File: config.mk
export PLATFORM = sky130hd
export DESIGN_NAME = time_set_ctrl
export DESIGN_NICKNAME = d
export VERILOG_FILES = /design/src/rtl/time_set_ctrl.sv
export SDC_FILE = /design/constraint.sdc
export NUM_CORES = 1
export LEC_CHECK = 0
export CAP_MARGIN = 20
export CORE_MARGIN = 1
export CORE_UTILIZATION = 60
export DETAILED_ROUTE_END_ITERATION = 7
export PLACE_DENSITY = 0.9
export SLEW_MARGIN = 20
export SYNTH_ARGS = -nofsm -noshare
export SYNTH_HDL_FRONTEND = slang
export SYNTH_SLANG_ARGS = --single-unit
File: constraint.sdc
create_clock -name clk -period 3 [get_ports clk]
set_input_delay 0.3 -clock clk [delete_from_list [all_inputs] [get_ports clk]]
set_output_delay 0.3 -clock clk [all_outputs]
set_load 0.005 [all_outputs]
File: src/rtl/time_set_ctrl.sv
// time_set_ctrl: push-button time editor for the digital clock.
// Debounces three buttons, steps an edit FSM through H/M/S fields and drives load and blink blanks.

// One button lane: 2-FF synchronizer, stability-count debounce, rising-edge press strobe.
module time_set_btn #(
    parameter int DEBOUNCE_CYC = 1_000_000,
    parameter int CNT_W        = 29
) (
    input  logic clk,
    input  logic reset,
    input  logic btn,
    output logic press
);
    localparam logic [CNT_W-1:0] DB_LAST = CNT_W'(DEBOUNCE_CYC - 1);

    logic             sync1, sync2, level;
    logic [CNT_W-1:0] cnt;

    always_ff @(posedge clk or negedge reset) begin
        if (!reset) begin
            sync1 <= 1'b0;
            sync2 <= 1'b0;
            level <= 1'b0;
            cnt   <= '0;
            press <= 1'b0;
        end else begin
            sync1 <= btn;
            sync2 <= sync1;
            press <= 1'b0;
            if (sync2 == level) begin
                cnt <= '0;
            end else if (cnt == DB_LAST) begin
                // Level accepted; only a 0->1 acceptance produces a press.
                cnt   <= '0;
                level <= sync2;
                press <= sync2;
            end else begin
                cnt <= cnt + CNT_W'(1);
            end
        end
    end
endmodule

module time_set_ctrl #(
    parameter int DEBOUNCE_CYC = 1_000_000,
    parameter int BLINK_CYC    = 12_500_000,
    parameter int TIMEOUT_CYC  = 500_000_000,
    parameter int CNT_W        = 29
) (
    input  logic       clk,
    input  logic       reset,
    input  logic       btn_mode,
    input  logic       btn_next,
    input  logic       btn_inc,
    input  logic [4:0] cur_hour,
    input  logic [2:0] cur_min10,
    input  logic [3:0] cur_min1,
    input  logic [2:0] cur_sec10,
    input  logic [3:0] cur_sec1,
    output logic [4:0] set_hour,
    output logic [2:0] set_min10,
    output logic [3:0] set_min1,
    output logic [2:0] set_sec10,
    output logic [3:0] set_sec1,
    output logic       load,
    output logic       editing,
    output logic       blank_hour,
    output logic       blank_min,
    output logic       blank_sec
);
    localparam int               NUM_BTN    = 3;
    localparam logic [CNT_W-1:0] BLINK_LAST = CNT_W'(BLINK_CYC - 1);
    localparam logic [CNT_W-1:0] TO_LAST    = CNT_W'(TIMEOUT_CYC - 1);

    typedef struct packed {
        logic [4:0] hour;
        logic [2:0] min10;
        logic [3:0] min1;
        logic [2:0] sec10;
        logic [3:0] sec1;
    } hms_t;

    typedef enum logic [2:0] {IDLE, SET_HOUR, SET_MIN, SET_SEC, COMMIT} state_t;

    state_t             state, state_nx;
    hms_t               edit;
    logic [NUM_BTN-1:0] btn_raw, press;
    logic               p_mode, p_next, p_inc, pulse;
    logic               in_set, state_chg, phase;
    logic [CNT_W-1:0]   blink_cnt, to_cnt;

    assign btn_raw = {btn_inc, btn_next, btn_mode};

    generate
        for (genvar i = 0; i < NUM_BTN; i++) begin : g_btn
            time_set_btn #(
                .DEBOUNCE_CYC(DEBOUNCE_CYC),
                .CNT_W       (CNT_W)
            ) u_btn (
                .clk  (clk),
                .reset(reset),
                .btn  (btn_raw[i]),
                .press(press[i])
            );
        end
    endgenerate

    // Same-cycle presses resolve mode > next > inc; losers are dropped.
    assign p_mode = press[0];
    assign p_next = press[1] & ~press[0];
    assign p_inc  = press[2] & ~press[1] & ~press[0];
    assign pulse  = |press;

    function automatic logic [4:0] hour_inc(input logic [4:0] h);
        return (h >= 5'd23) ? 5'd0 : h + 5'd1;
    endfunction

    // BCD pair {tens[2:0], units[3:0]} counting 00..59; no carry leaves the pair.
    function automatic logic [6:0] bcd_inc(input logic [6:0] v);
        logic [2:0] tens;
        logic [3:0] units;
        tens  = v[6:4];
        units = v[3:0];
        if (units >= 4'd9) begin
            units = 4'd0;
            tens  = (tens >= 3'd5) ? 3'd0 : tens + 3'd1;
        end else begin
            units = units + 4'd1;
        end
        return {tens, units};
    endfunction

    assign in_set    = (state == SET_HOUR) || (state == SET_MIN) || (state == SET_SEC);
    assign state_chg = (state_nx != state);

    always_ff @(posedge clk or negedge reset) begin
        if (!reset) state <= IDLE;
        else        state <= state_nx;
    end

    always_comb begin
        state_nx   = state;
        load       = 1'b0;
        editing    = 1'b1;
        blank_hour = 1'b0;
        blank_min  = 1'b0;
        blank_sec  = 1'b0;
        case (state)
            IDLE: begin
                editing = 1'b0;
                if (p_mode) state_nx = SET_HOUR;
            end
            SET_HOUR, SET_MIN, SET_SEC: begin
                blank_hour = (state == SET_HOUR) & phase;
                blank_min  = (state == SET_MIN)  & phase;
                blank_sec  = (state == SET_SEC)  & phase;
                if (p_mode) begin
                    state_nx = COMMIT;
                end else if (p_next) begin
                    case (state)
                        SET_HOUR: state_nx = SET_MIN;
                        SET_MIN:  state_nx = SET_SEC;
                        default:  state_nx = SET_HOUR;
                    endcase
                end else if (!p_inc && to_cnt == TO_LAST) begin
                    state_nx = IDLE;
                end
            end
            COMMIT: begin
                load     = 1'b1;
                state_nx = IDLE;
            end
            default: begin
                editing  = 1'b0;
                state_nx = IDLE;
            end
        endcase
    end

    always_ff @(posedge clk or negedge reset) begin
        if (!reset) begin
            edit <= '0;
        end else if (state == IDLE && p_mode) begin
            edit <= {cur_hour, cur_min10, cur_min1, cur_sec10, cur_sec1};
        end else if (p_inc) begin
            case (state)
                SET_HOUR: edit.hour <= hour_inc(edit.hour);
                SET_MIN:  {edit.min10, edit.min1} <= bcd_inc({edit.min10, edit.min1});
                SET_SEC:  {edit.sec10, edit.sec1} <= bcd_inc({edit.sec10, edit.sec1});
                default:  ;
            endcase
        end
    end

    // Idle timeout: restarts on any press and on every state change.
    always_ff @(posedge clk or negedge reset) begin
        if (!reset)                               to_cnt <= '0;
        else if (!in_set || state_chg || pulse)   to_cnt <= '0;
        else                                      to_cnt <= to_cnt + CNT_W'(1);
    end

    // Blink phase restarts dark-free (phase 0) on every entry, field changes included.
    always_ff @(posedge clk or negedge reset) begin
        if (!reset) begin
            blink_cnt <= '0;
            phase     <= 1'b0;
        end else if (!in_set || state_chg) begin
            blink_cnt <= '0;
            phase     <= 1'b0;
        end else if (blink_cnt == BLINK_LAST) begin
            blink_cnt <= '0;
            phase     <= ~phase;
        end else begin
            blink_cnt <= blink_cnt + CNT_W'(1);
        end
    end

    assign set_hour  = edit.hour;
    assign set_min10 = edit.min10;
    assign set_min1  = edit.min1;
    assign set_sec10 = edit.sec10;
    assign set_sec1  = edit.sec1;
endmodule

=== Word-level counts from Yosys, hierarchy flattened ===
Cells that the tools add are included.

* Flip-flop bits (word level): 180
* Input bits: 24

* Add/sub/neg operators: 10
* Order comparisons: 5
* Eq/ne operators: 13
* Muxes and demuxes: 40
* Bitwise logic cells: 12
* Reduce and logical (&&, ||, !) cells: 27

{| class="wikitable"
|+ Operators by type and width
! operator !! number
|-
| 2-to-1 mux 29 bit || 9
|-
| adder 29 x 1 -> 29 bit (second input constant) || 5
|-
| == test 29 x 20 -> 1 bit (second input constant) || 3
|-
| 2-to-1 mux 19 bit || 2
|-
| == test 29 x 24 -> 1 bit (second input constant) || 1
|-
| == test 29 bit (second input constant) || 1
|-
| 2-to-1 mux 3 bit || 8
|-
| 2-to-1 mux 7 bit || 2
|-
| nonzero test 2 bit || 7
|-
| 2-to-1 mux 1 bit || 13
|-
| AND reduction 2 bit || 6
|-
| 2-to-1 mux 5 bit || 2
|-
| adder 4 x 1 -> 4 bit (second input constant) || 2
|-
| greater-or-equal comparator 4 bit (second input constant) || 2
|-
| 2-to-1 mux 4 bit || 2
|-
| adder 3 x 1 -> 3 bit (second input constant) || 2
|-
| AND 1 bit || 6
|-
| == test 3 x 2 -> 1 bit (second input constant) || 2
|-
| greater-or-equal comparator 3 bit (second input constant) || 2
|-
| inverter 1 bit || 6
|-
| case mux 3 bit (2 select lines) || 1
|-
| AND reduction 3 bit || 2
|-
| OR reduction 3 bit || 2
|-
| adder 5 x 1 -> 5 bit (second input constant) || 1
|-
| 11 further kinds || 18
|}

=== Logic depth before layout (Yosys ltp) ===
Gate-level depths: netlist of the first run.

* Word-level depth: 13
* Mapped depth: 8
* Depth with buffers taken out: 6

=== Hierarchy ===
Synthesis of the first run repeated with hierarchy kept, for this count alone.

* Cells, all modules: 1016
* Area total of the unflattened synthesis: 9571.7 sq um

{| class="wikitable"
|+ Modules (own cells, without submodules)
! module !! instances !! cells an instance !! area an instance (sq um)
|-
| time_set_btn || 3 || 180 || 1727.9
|-
| time_set_ctrl || 1 || 476 || 4388.0
|}

=== Worst setup path after synthesis of the first run ===
Ideal clock, no wire load.

* Path type: reg2reg
* From: register g_btn[2].u_btn.cnt[11]
* To: register g_btn[2].u_btn.cnt[12]
* Setup time: 0.119 ns
* Arrival time: 2.008 ns
* Setup slack: 0.873 ns
* Cell stages (with the launch flop): 7
* Period minus slack after synthesis: 2.127 ns
* Path through: dfrtp_1 > or4b_1 > or4_4 > o31ai_4 > buf_6 > buf_6 > nor2_1

* Cells in the longest elaborated chain, start to end: 3
* Elaborated cells between the ends (all ways): 4

{| class="wikitable"
|+ RTL lines
! what !! RTL line !! source
|-
| start: declaration || 17 || <nowiki>logic [CNT_W-1:0] cnt;</nowiki>
|-
| start signal: assignment || 38 || <nowiki>cnt <= cnt + CNT_W'(1);</nowiki>
|-
| adder 29 x 1 -> 29 bit or == test 29 x 20 -> 1 bit (tied branches) || 38, 32 ||
|-
| 2-to-1 mux 29 bit (*) || 32 || <nowiki>end else if (cnt == DB_LAST) begin</nowiki>
|-
| 2-to-1 mux 29 bit (*) || 30 || <nowiki>if (sync2 == level) begin</nowiki>
|}

Every way passes the cells marked *; elsewhere a longest branch is shown, timed or not.
A chain may end at the register's enable or synchronous reset.

=== Worst setup path after layout of the first run ===
* From: register g_btn[2].u_btn.cnt[11]
* To: register g_btn[2].u_btn.cnt[17]

The elaborated chain is that of the path after synthesis.

==> out/results.txt, run 1 <==
Post-CTS Setup Repair Bufs -> 0
Ant. Diodes -> 0
main flop type after synthesis -> dfrtp_1
fin area -> 0.0110 mm^2
warnings from Yosys -> 0
Die Ht -> 129 um
max-slew violations -> 0
simple-gate portion of the synthesized area -> 28.1%
Peak Freq -> 0.397 GHz
Fin Setup TNS -> 0 ns
drt drc -> 0
Post-CTS Resized -> 0
Clock Tree Root -> clkbuf_16
Worst-path clk slew -> 0.06 ns
die span in x -> 129 um
IO Pins -> 48
routed vias -> 8219
total placed instance area -> 0.0104 mm^2
vias in the first global route -> 7758
Syn Std Cell Area -> 0.00972 mm^2
worst skew pair latency -> 0.44 ns
Slew @ Worst Pin -> 0.684 ns
RSZ-0062 raised after global routing -> false
layout cell share with drive strength beyond 1 -> 6.05%
Mapped Cells -> 1020
post-synthesis compound-gate area fraction -> 13.5%
Final ANT Viol Nets -> 0
initial antenna violation count -> 0
Hold Path End -> g_btn[2].u_btn.sync1$_DFF_PN0_
Synth Register Bits -> 180
post-synth cell types -> 57
PortBufs -> 47
commonest non-fill, non-tap cell in the layout -> dfrtp_1
Final Wtd Congestion -> 0.863
relative slew slack -> 54.1%
Synth area leader -> dfrtp_1
post-layout util -> 69.2%
Crit. End Element -> flip-flop
Clock Skew -> 0.0114 ns
Synth top area share -> 46.3%
pwr/cell area -> 432 mW/mm^2
reg2reg setup slack -> 0.48 ns
Startpoint Class -> flip-flop
Hold-fix buffers, CTS -> 1
Layout Nets -> 1086
largest net degree at the start of global routing -> 66
crit path max fanout -> 10
Adder-Cell Fraction of Synth Area -> 2.06%
Leakage -> 4.11 nW
TritonRoute pass-1 iters -> 5
Seq/Total Area, Yosys -> 46.3%
Overflow after GRT -> 0
commonest cells after routing, fill and taps aside -> dfrtp_1 (180), nand3_1 (63), nand2_1 (61), nor2_1 (61), a21oi_1 (50)
CTS Buf Count -> 17
Hold Crit Start -> btn_inc
maximum clock insertion buffer count -> 2
xor/xnor share of the synthesized area -> 6.13%
Tcrit/Tclk final -> 84.1%
fillers -> 1156
largest family of logic cells by synthesized area -> simple AND/OR/NAND/NOR gates
worst slack, placed -> 0.509 ns
fin crit period -> 2.52 ns
Initial Utilization -> 61.4%
H-Tree Depth -> 4
total power -> 4.74 mW
first-pass GRT wire length -> 36.0 mm
DR vias/cell -> 6.45
status -> finished clean
CTS tree -> yes
number of synthesized flops with an enable pin -> 0
data arrival time of the critical path -> 2.83 ns
Finish-stage setup viols -> 0
gr usage total -> 26.7%
asr flop ratio synth -> 100%
FP Rows -> 46
Min-Delay Path Class -> in2reg
Max-cap violations -> 0
Critical Path RT -> 3.31 ns
maximum VDD drop -> 0.435 mV
mux cell area share after synthesis -> 0.579%
DR iter-0 viols -> 768
syn avg cell area -> 9.53 um^2
CP Launch Point -> g_btn[2].u_btn.cnt[11]$_DFF_PN0_
Layout Area Growth over Synthesis -> 12.7%
Crit Path Class -> reg2reg
Core Area -> 0.0158 mm^2
Hold Fails Final Rpt -> 0
wire per inst -> 16.6 um
reg-to-reg startpoint -> g_btn[2].u_btn.cnt[11]$_DFF_PN0_
R2R depth -> 5
FF-to-FF End -> g_btn[2].u_btn.cnt[17]$_DFF_PN0_
clk sink count -> 180
Worst Hold Depth -> 1
Mapped Nets -> 1060
total die area -> 0.0167 mm^2
Total Wirelength -> 21.2 mm
fin worst setup slack -> 0.478 ns
main area contributors after synthesis -> dfrtp_1 (46%), or4_1 (3.6%), xor2_1 (3.3%)
HPWL after detailed placement -> 13.7 mm
cell families after synthesis:
| kind of cell | after synthesis |
|---|---|
| and+or+nand+nor | 472 |
| muxes | 5 |
| AOI/OAI and AO/OA | 202 |
| adders and majority gates | 16 |
| buffers and inverters | 77 |
| DFF | 180 |
| xor gates and xnor gates | 68 |
power breakdown:
part,internal (mW),switching (mW),total (mW)
logic,0.0501,0.0844,0.135
registers,2.44,0.0148,2.46
clock network,1.24,0.904,2.15
registers in the layout (all words and copies together) (netlist names), 4 cells and up:
signal,count
g_btn.u_btn.cnt,87
blink_cnt,29
to_cnt,29
set_hour,5
set_min1,4
set_sec1,4
stage by stage:
stage | std cells | hold WS, ns
2_1_floorplan | 1020 | 0.00441
3_3_place_gp | 1242 | 0.326
3_5_place_dp | 1242 | 0.326
4_1_cts | 1274 | 0.295
5_1_grt | 1274 | 0.299
6_report | 1274 | 0.297
worst max path at each step:
stage                                       endpoint  slack (ns)
global route                 blink_cnt[20]$_DFF_PN0_        0.41
CTS                 g_btn[2].u_btn.cnt[10]$_DFF_PN0_        0.50
finish              g_btn[2].u_btn.cnt[17]$_DFF_PN0_        0.48
global placement     g_btn[2].u_btn.cnt[2]$_DFF_PN0_        0.59
detailed placement   g_btn[2].u_btn.cnt[5]$_DFF_PN0_        0.51
floorplan           g_btn[2].u_btn.cnt[12]$_DFF_PN0_        0.87
cells in the mapped netlist (2+ instances only):
cell and instances:
a211oi_1 31, a21o_1 6, a21oi_1 50, a221o_1 7
a22oi_1 3, and2_1 9, and3_1 15, and3b_1 2
and4_1 20, and4b_1 2, buf_2 12, buf_6 2
clkbuf_1 39, dfrtp_1 180, ha_1 16, inv_1 23
mux2_2 5, nand2_1 61, nand3_1 63, nand4_1 46
nand4bb_1 2, nor2_1 61, nor2b_1 5, nor3_1 48
nor3b_1 6, nor4_1 19, nor4b_1 8, nor4bb_1 5
o211ai_1 3, o21ai_0 48, o21bai_1 3, o31ai_1 40
o41ai_1 2, or2_2 3, or3_1 37, or3b_2 3
or4_1 46, or4_4 2, or4b_2 3, xnor2_1 31
xor2_1 37
cell type report:
type | instances | area (um^2) | share of cell area [%]
repair buffers | 61 | 604 | 5.52
clock buffers | 23 | 458 | 4.18
inverters | 23 | 86.3 | 0.788
well taps | 216 | 270 | 2.47
multi-input cells | 763 | 4930 | 45.0
flip-flops and latches | 180 | 4500 | 41.1
clock inverters | 8 | 104 | 0.948
worst max-delay path: stages, from the launching register on:
cell and delay [ns]:
dfrtp_1 0.43, or4b_1 0.55, or4_4 0.53, o31ai_4 0.54, buf_4 0.28, a21oi_1 0.06
metal layers:
metal	share of wire (%)	GRT usage, %	up-vias	wire, um
li1	-	-	3914	-
met1	44	34.3	3975	9220
met2	49	44.5	274	10300
met3	5.4	5.37	56	1150
met4	2.3	10.4	0	478
met5	0	0	-	0
(Power assumes the default switching activity.)
==> run 2: changes to the inputs <==
--- a/config.mk
+++ b/config.mk
@@ -7,9 +7,9 @@
 export LEC_CHECK = 0
 export CAP_MARGIN = 20
 export CORE_MARGIN = 1
-export CORE_UTILIZATION = 60
+export CORE_UTILIZATION = 55
 export DETAILED_ROUTE_END_ITERATION = 7
-export PLACE_DENSITY = 0.9
+export PLACE_DENSITY = 0.87
 export SLEW_MARGIN = 20
 export SYNTH_ARGS = -nofsm -noshare
 export SYNTH_HDL_FRONTEND = slang
==> constraint.sdc (replaced) <==
create_clock -name clk -period 2.3 [get_ports clk]
set_input_delay 0.23 -clock clk [delete_from_list [all_inputs] [get_ports clk]]
set_output_delay 0.23 -clock clk [all_outputs]
set_load 0.005 [all_outputs]
==> run 2 against run 1 <==
Via count is 1.2% higher. Die area is 8.9% higher. Critical path depth is 1 lower. Maximum frequency is 13% higher. Wire length is 0.48% lower. Non-clock buffer count is 23 higher. Combinational power is 31% higher. Hold slack worse by 0.067 ns. Critical endpoint is now g_btn[2].u_btn.level$_DFFE_PN0P_. Register-to-register slack worse by 0.40 ns. Critical path type unchanged. Worst setup slack worse by 0.40 ns.
==> out/results.txt, run 2 (synthesis results as in run 1) <==
Slew @ Worst Pin -> 0.593 ns (-0.0911 ns)
Total Wirelength -> 21.1 mm (-0.48%)
Regs by FF count -> g_btn.u_btn.cnt x87, blink_cnt x29, to_cnt x29
max-slew violations -> 0 (unchanged)
RSZ-0062 raised after global routing -> false
fin crit period -> 2.23 ns (-0.296 ns)
wire per inst -> 16.1 um (-3.0%)
layout cell share with drive strength beyond 1 -> 8.87% (+2.8 points)
Die Ht -> 135 um (+4.4%)
Min-Delay Path Class -> in2reg
Leakage -> 4.25 nW (+3.4%)
Hold Fails Final Rpt -> 0 (unchanged)
Peak Freq -> 0.449 GHz (+13%)
maximum VDD drop -> 0.448 mV (+2.8%)
Tcrit/Tclk final -> 96.8% (+13 points)
Final Wtd Congestion -> 0.855 (-0.96%)
Post-Layout Cell Count -> 1307 (+2.6%)
H-Tree Depth -> 4 (unchanged)
vias in the first global route -> 7918 (+2.1%)
die span in x -> 135 um (+4.4%)
crit path max fanout -> 3 (-7)
total die area -> 0.0182 mm^2 (+8.9%)
relative slew slack -> 60.4% (+6.4 points)
clock power share -> 46.3% (+1.0 points)
maximum clock insertion buffer count -> 2 (unchanged)
reg2reg setup slack -> 0.07 ns (-0.40 ns)
pwr/cell area -> 561 mW/mm^2 (+30%)
Clock Skew -> 0.00918 ns (-0.00226 ns)
initial antenna violation count -> 0 (unchanged)
Overflow after GRT -> 0 (unchanged)
DR vias/cell -> 6.36 (-1.4%)
Clock Tree Root -> clkbuf_16
NetSw -> 1.40 mW (+40%)
Post-CTS Setup Repair Bufs -> 0 (unchanged)
CTS tree -> yes
Fin Setup TNS -> 0 ns (unchanged)
Pint -> 4.89 mW (+31%)
Layout Area Growth over Synthesis -> 15.4%
Final ANT Viol Nets -> 0 (unchanged)
FP Rows -> 48 (+4.3%)
Hold WS -> 0.230 ns (-0.0666 ns)
Max-cap violations -> 0 (unchanged)
Crit. End Element -> flip-flop
routed vias -> 8314 (+1.2%)
commonest cells after routing, fill and taps aside -> dfrtp_1 (180), nand3_1 (63), nand2_1 (61), nor2_1 (61), a21oi_1 (50)
Flop pwr share -> 50.9% (-1.0 points)
Finish-stage setup viols -> 0 (unchanged)
Initial Utilization -> 56.2% (-5.2 points)
total power -> 6.29 mW (+33%)
gr usage total -> 24.9% (-1.8 points)
Sw Ratio -> 22.3% (+1.1 points)
first-pass GRT wire length -> 36.8 mm (+2.3%)
CTS Buf Count -> 17 (unchanged)
fillers -> 1339 (+16%)
Startpoint Class -> flip-flop
TritonRoute pass-1 iters -> 5 (unchanged)
max reg flops -> 87 (unchanged)
largest net degree at the start of global routing -> 70 (+6.1%)
Ant. Diodes -> 0 (unchanged)
clk sink count -> 180 (unchanged)
IO Pins -> 48 (unchanged)
combinational share of power -> 2.8% (about the same)
Crit Path Class -> reg2reg
Worst-path clk slew -> 0.07 ns (about the same)
HPWL after detailed placement -> 13.7 mm (about the same)
Critical Path RT -> 2.62 ns (-0.69 ns)
Placed Cells -> 1274 (+2.6%)
data arrival time of the critical path -> 2.55 ns (-0.28 ns)
DR iter-0 viols -> 695 (-9.5%)
worst slack, placed -> 0.0654 ns (-0.444 ns)
Layout Nets -> 1109 (+2.1%)
PortBufs -> 47 (unchanged)
worst skew pair latency -> 0.44 ns (about the same)
Core Area -> 0.0173 mm^2 (+9.3%)
commonest non-fill, non-tap cell in the layout -> dfrtp_1
fin worst setup slack -> 0.0744 ns (-0.404 ns)
status -> finished clean
Biggest register -> g_btn.u_btn.cnt
drt drc -> 0 (unchanged)
-- run 2: cell count changes in the layout (fill, tap and decap cells not counted), sizes merged --
cell,before,now
buf,14,37
inv,23,26
clkbuf,23,18
clkinvlp,4,6
clkinv,2,3
-- run 2: area by class of cell --
cell class	instances	area, um^2	area share [%]
multi-input cells	763	4940	44.0
flip-flops and latches	180	4500	40.1
repair buffers	84	815	7.26
clock buffers	18	439	3.91
well taps	225	282	2.51
clock inverters	14	154	1.37
inverters	23	86.3	0.769
-- run 2: final timing paths --
kind | start | to | cells after the start
min in group asynchronous | reset | g_btn[1].u_btn.cnt[9]$_DFF_PN0_ | 2
worst min-delay path | btn_inc | g_btn[2].u_btn.sync1$_DFF_PN0_ | 1
worst min register to register | g_btn[2].u_btn.sync1$_DFF_PN0_ | g_btn[2].u_btn.sync2$_DFF_PN0_ | 0
max in group asynchronous | reset | to_cnt[2]$_DFF_PN0_ | 3
worst max register to register | g_btn[2].u_btn.cnt[11]$_DFF_PN0_ | g_btn[2].u_btn.level$_DFFE_PN0P_ | 4
worst max-delay path | g_btn[2].u_btn.cnt[11]$_DFF_PN0_ | g_btn[2].u_btn.level$_DFFE_PN0P_ | 4
-- run 2: layer usage --
| metal | GRT usage (%) | wire, um | up-vias | part of all wire [%] |
|---|---|---|---|---|
| met1 | 32.2 | 9230 | 4018 | 44 |
| met3 | 4.32 | 1120 | 43 | 5.3 |
| met4 | 10.5 | 473 | 0 | 2.2 |
| met5 | 0 | 0 | - | 0 |
| met2 | 41.2 | 10200 | 290 | 49 |
| li1 | - | - | 3963 | - |
-- run 2: stage by stage --
stage          cell area, um^2  utilization, %
6_report                 11200            64.9
5_1_grt                  11200            64.9
3_3_place_gp             10600            61.3
3_5_place_dp             10600            61.3
4_1_cts                  11200            64.8
2_1_floorplan             9720               -
-- run 2: repair_timing --
item                       CTS  global route
hold buffers                 1             0
hold endpoints to repair    44             0
setup endpoints to repair    0            11
gates resized for setup      0             3
-- run 2: power by group through the flow --
stage | clock network [mW] | registers (mW) | logic [mW]
floorplan | 0 | 3.26 | 0.0498
detailed placement | 0 | 3.26 | 0.179
CTS | 2.95 | 3.20 | 0.183
global route | 3.08 | 3.20 | 0.201
finish | 2.91 | 3.20 | 0.177
global placement | 0 | 3.26 | 0.179
-- run 2: critical path: stages, from the launching register on --
cell and delay [ns]:
dfrtp_1 0.39, or4b_1 0.54, or4_4 0.53, nor3_1 0.28
mux2_2 0.37
==> run 3: changes to the inputs <==
--- a/config.mk
+++ b/config.mk
@@ -5,7 +5,7 @@
 export SDC_FILE = /design/constraint.sdc
 export NUM_CORES = 1
 export LEC_CHECK = 0
-export CAP_MARGIN = 20
+export CAP_MARGIN = 15
 export CORE_MARGIN = 1
 export CORE_UTILIZATION = 55
 export DETAILED_ROUTE_END_ITERATION = 7
==> results of run 3 <==
Same layout as run 2: the final DEF is identical, and so are final timing and power.
==> patch, RTL diff (flow settings as in run 3) <==
Add an input register stage for `btn_mode`, without a reset; this delays it by one clock. The other inputs are not delayed to match.
--- a/src/rtl/time_set_ctrl.sv
+++ b/src/rtl/time_set_ctrl.sv
@@ -82,6 +82,12 @@
 
     typedef enum logic [2:0] {IDLE, SET_HOUR, SET_MIN, SET_SEC, COMMIT} state_t;
 
+    logic btn_mode_q;
+
+    always_ff @(posedge clk) begin
+        btn_mode_q <= btn_mode;
+    end
+
     state_t             state, state_nx;
     hms_t               edit;
     logic [NUM_BTN-1:0] btn_raw, press;
@@ -89,7 +95,7 @@
     logic               in_set, state_chg, phase;
     logic [CNT_W-1:0]   blink_cnt, to_cnt;
 
-    assign btn_raw = {btn_inc, btn_next, btn_mode};
+    assign btn_raw = {btn_inc, btn_next, btn_mode_q};
 
     generate
         for (genvar i = 0; i < NUM_BTN; i++) begin : g_btn
Check against the original RTL: no difference found for any inputs over 10 cycles, from zero or initial values and one cycle with reset low; that may be too few to reach the edited logic, so the function may still have changed.
==> patch against run 3 <==
- largest cell class unchanged
- critical path type unchanged
- via count rose by 1.5%
- sequential cell count rose by 1
- clock power is 6.9% higher
- routed wire length rose by 4.9%
- critical endpoint unchanged
- power grew 3.9%
- worst setup slack improved by 0.0064 ns
- cell area grew 2.5%
- non-clock buffer count is 29 higher
- area after synthesis fell by 0.15%
==> patch: results (changes against run 3) <==
run_status:
  status: "completed"  # unchanged
power:
  switchingPower_mw: 1.40  # about the same
  p_leak_nw: 4.43  # was 4.25 nW
  peakVddDrop_uv: 540  # was 448 uV
logic_synthesis:
  synthArstFlopShare_pct: 99.4  # was 100%
  netlist_top_cells_count: "180 x dfrtp_1, 62 x nor2_1, 59 x o21ai_0"  # was 180 x dfrtp_1, 63 x nand3_1, 61 x nand2_1, 61 x nor2_1, 50 x a21oi_1
  yosysWarnings: 0  # unchanged
  ys_top_cells_by_area: "dfrtp_1 46%, or4_1 3.9%, xor2_1 3.7%"  # was dfrtp_1 46%, or4_1 3.6%, xor2_1 3.3%
  yosysUniqueCellTypes: 58  # was 57
  seq_area_frac_synth_pct: 46.6  # was 46.3%
global_route:
  grt_pass1_wl_mm: 37.7  # was 36.8 mm
  grt_max_degree: 59  # was 70
  grtUsageTotal_pct: 25.4  # was 24.9%
  grt_pass1_vias: 8143  # was 7918
cts:
  clk-insertion-delay-late_ns: 0.43
  cts_resized: 2  # was 0
  clk_root_buffer_cell: "clkbuf_16"  # unchanged
  cts_setup_buffers: 0  # unchanged
  clk_pin_slew_ns: 0.07  # about the same
critical_path:
  arrival_ns: 2.53  # was 2.55 ns
  reg2reg_slack_ns: 0.08
  path_max_fanout: 5  # was 3
  crit_family: "simple AND/OR/NAND/NOR gates"  # unchanged
  r2r-start: "g_btn[2].u_btn.cnt[11]$_DFF_PN0_"  # unchanged
  crit_path_top_delay_cell: "or4_1"  # was or4b_1
route:
  drt_iter0_markers: 647  # was 695
  drt_first_pass_iters: 6  # was 5
  drt_wl_total_mm: 22.1  # was 21.1 mm
  viasPerCell: 6.37  # was 6.36
layout:
  drive_gt1_share_pct: 11.4  # was 8.87%
  final_nets: 1126  # was 1109
  largestRegisters: "g_btn.u_btn.cnt: 87 flops, blink_cnt: 29 flops, to_cnt: 29 flops"  # unchanged
  diodes: 0  # unchanged
placement:
  io_buffers: 47  # unchanged
  place_congestion: 0.879  # was 0.855
  dp_hpwl_mm: 14.3  # was 13.7 mm
sta:
  hold_ws_ns: 0.235  # was 0.230 ns
  fin_skew_ns: 0.00910  # was 0.00918 ns
  max_freq_mhz: 451  # was 449 MHz
  slew-limit-headroom_pct: 54.0  # was 60.4%
min_path:
  hp-start: "btn_mode"  # was btn_inc
  hold_end: "btn_mode_q$_DFF_P_"  # was g_btn[2].u_btn.sync1$_DFF_PN0_
[patch: cell count changes after synthesis, moves of 11 or more]
cell | before | now
nor3_1 | 48 | 23
nor4_1 | 19 | 33
nand3_1 | 63 | 51
a211oi_1 | 31 | 19
a2111oi_0 | 0 | 16
o21ai_0 | 48 | 59
[patch: metal layers]
layer,vias up,global-route usage (%),wire length (um)
met2,289,41.8,10900
met5,-,0,0
met3,31,5.11,1190
met1,4119,33.6,9770
li1,4000,-,-
met4,0,8.30,270
[patch: power groups by stage]
stage	logic [mW]	registers [mW]	clock network [mW]
floorplan	0.0602	3.28	0
global placement	0.202	3.28	0
detailed placement	0.205	3.28	0
CTS	0.209	3.22	3.17
global route	0.228	3.22	3.29
finish	0.202	3.22	3.11
[patch: per-stage QoR]
step / TNS [ns] / instance area [sq um] / setup slack, ns / cells / util, %
global placement: 0 / 10700 / 0.142 / 1284 / 62.4
finish: 0 / 11500 / 0.0808 / 1324 / 66.7
detailed placement: 0 / 10700 / 0.00779 / 1284 / 62.4
CTS: 0 / 11400 / 0.0383 / 1317 / 66.1
global route: -0.00305 / 11500 / -0.00305 / 1324 / 66.7
floorplan: 0 / 9700 / 0.127 / 1011 / -
[patch: layout make-up]
class	count	area [sq um]
Clock inverter	11	176
Clock buffer	21	450
Fill cell	1300	5740
Inverter	29	109
Sequential cell	181	4530
Tap cell	225	282
Timing Repair Buffer	113	1030
Multi-Input combinational cell	744	4920
[patch: logic make-up after synthesis]
| kind of cell | share of synthesized area, % |
|---|---|
| multiplexers | 0.683 |
| adder cells (fa/ha/maj) | 2.06 |
| AND/OR/NAND/NOR | 26.9 |
| buffers and inverters | 3.74 |
| flip-flops | 46.6 |
| AO/OA/AOI/OAI | 14.3 |
| XOR/XNOR | 5.69 |
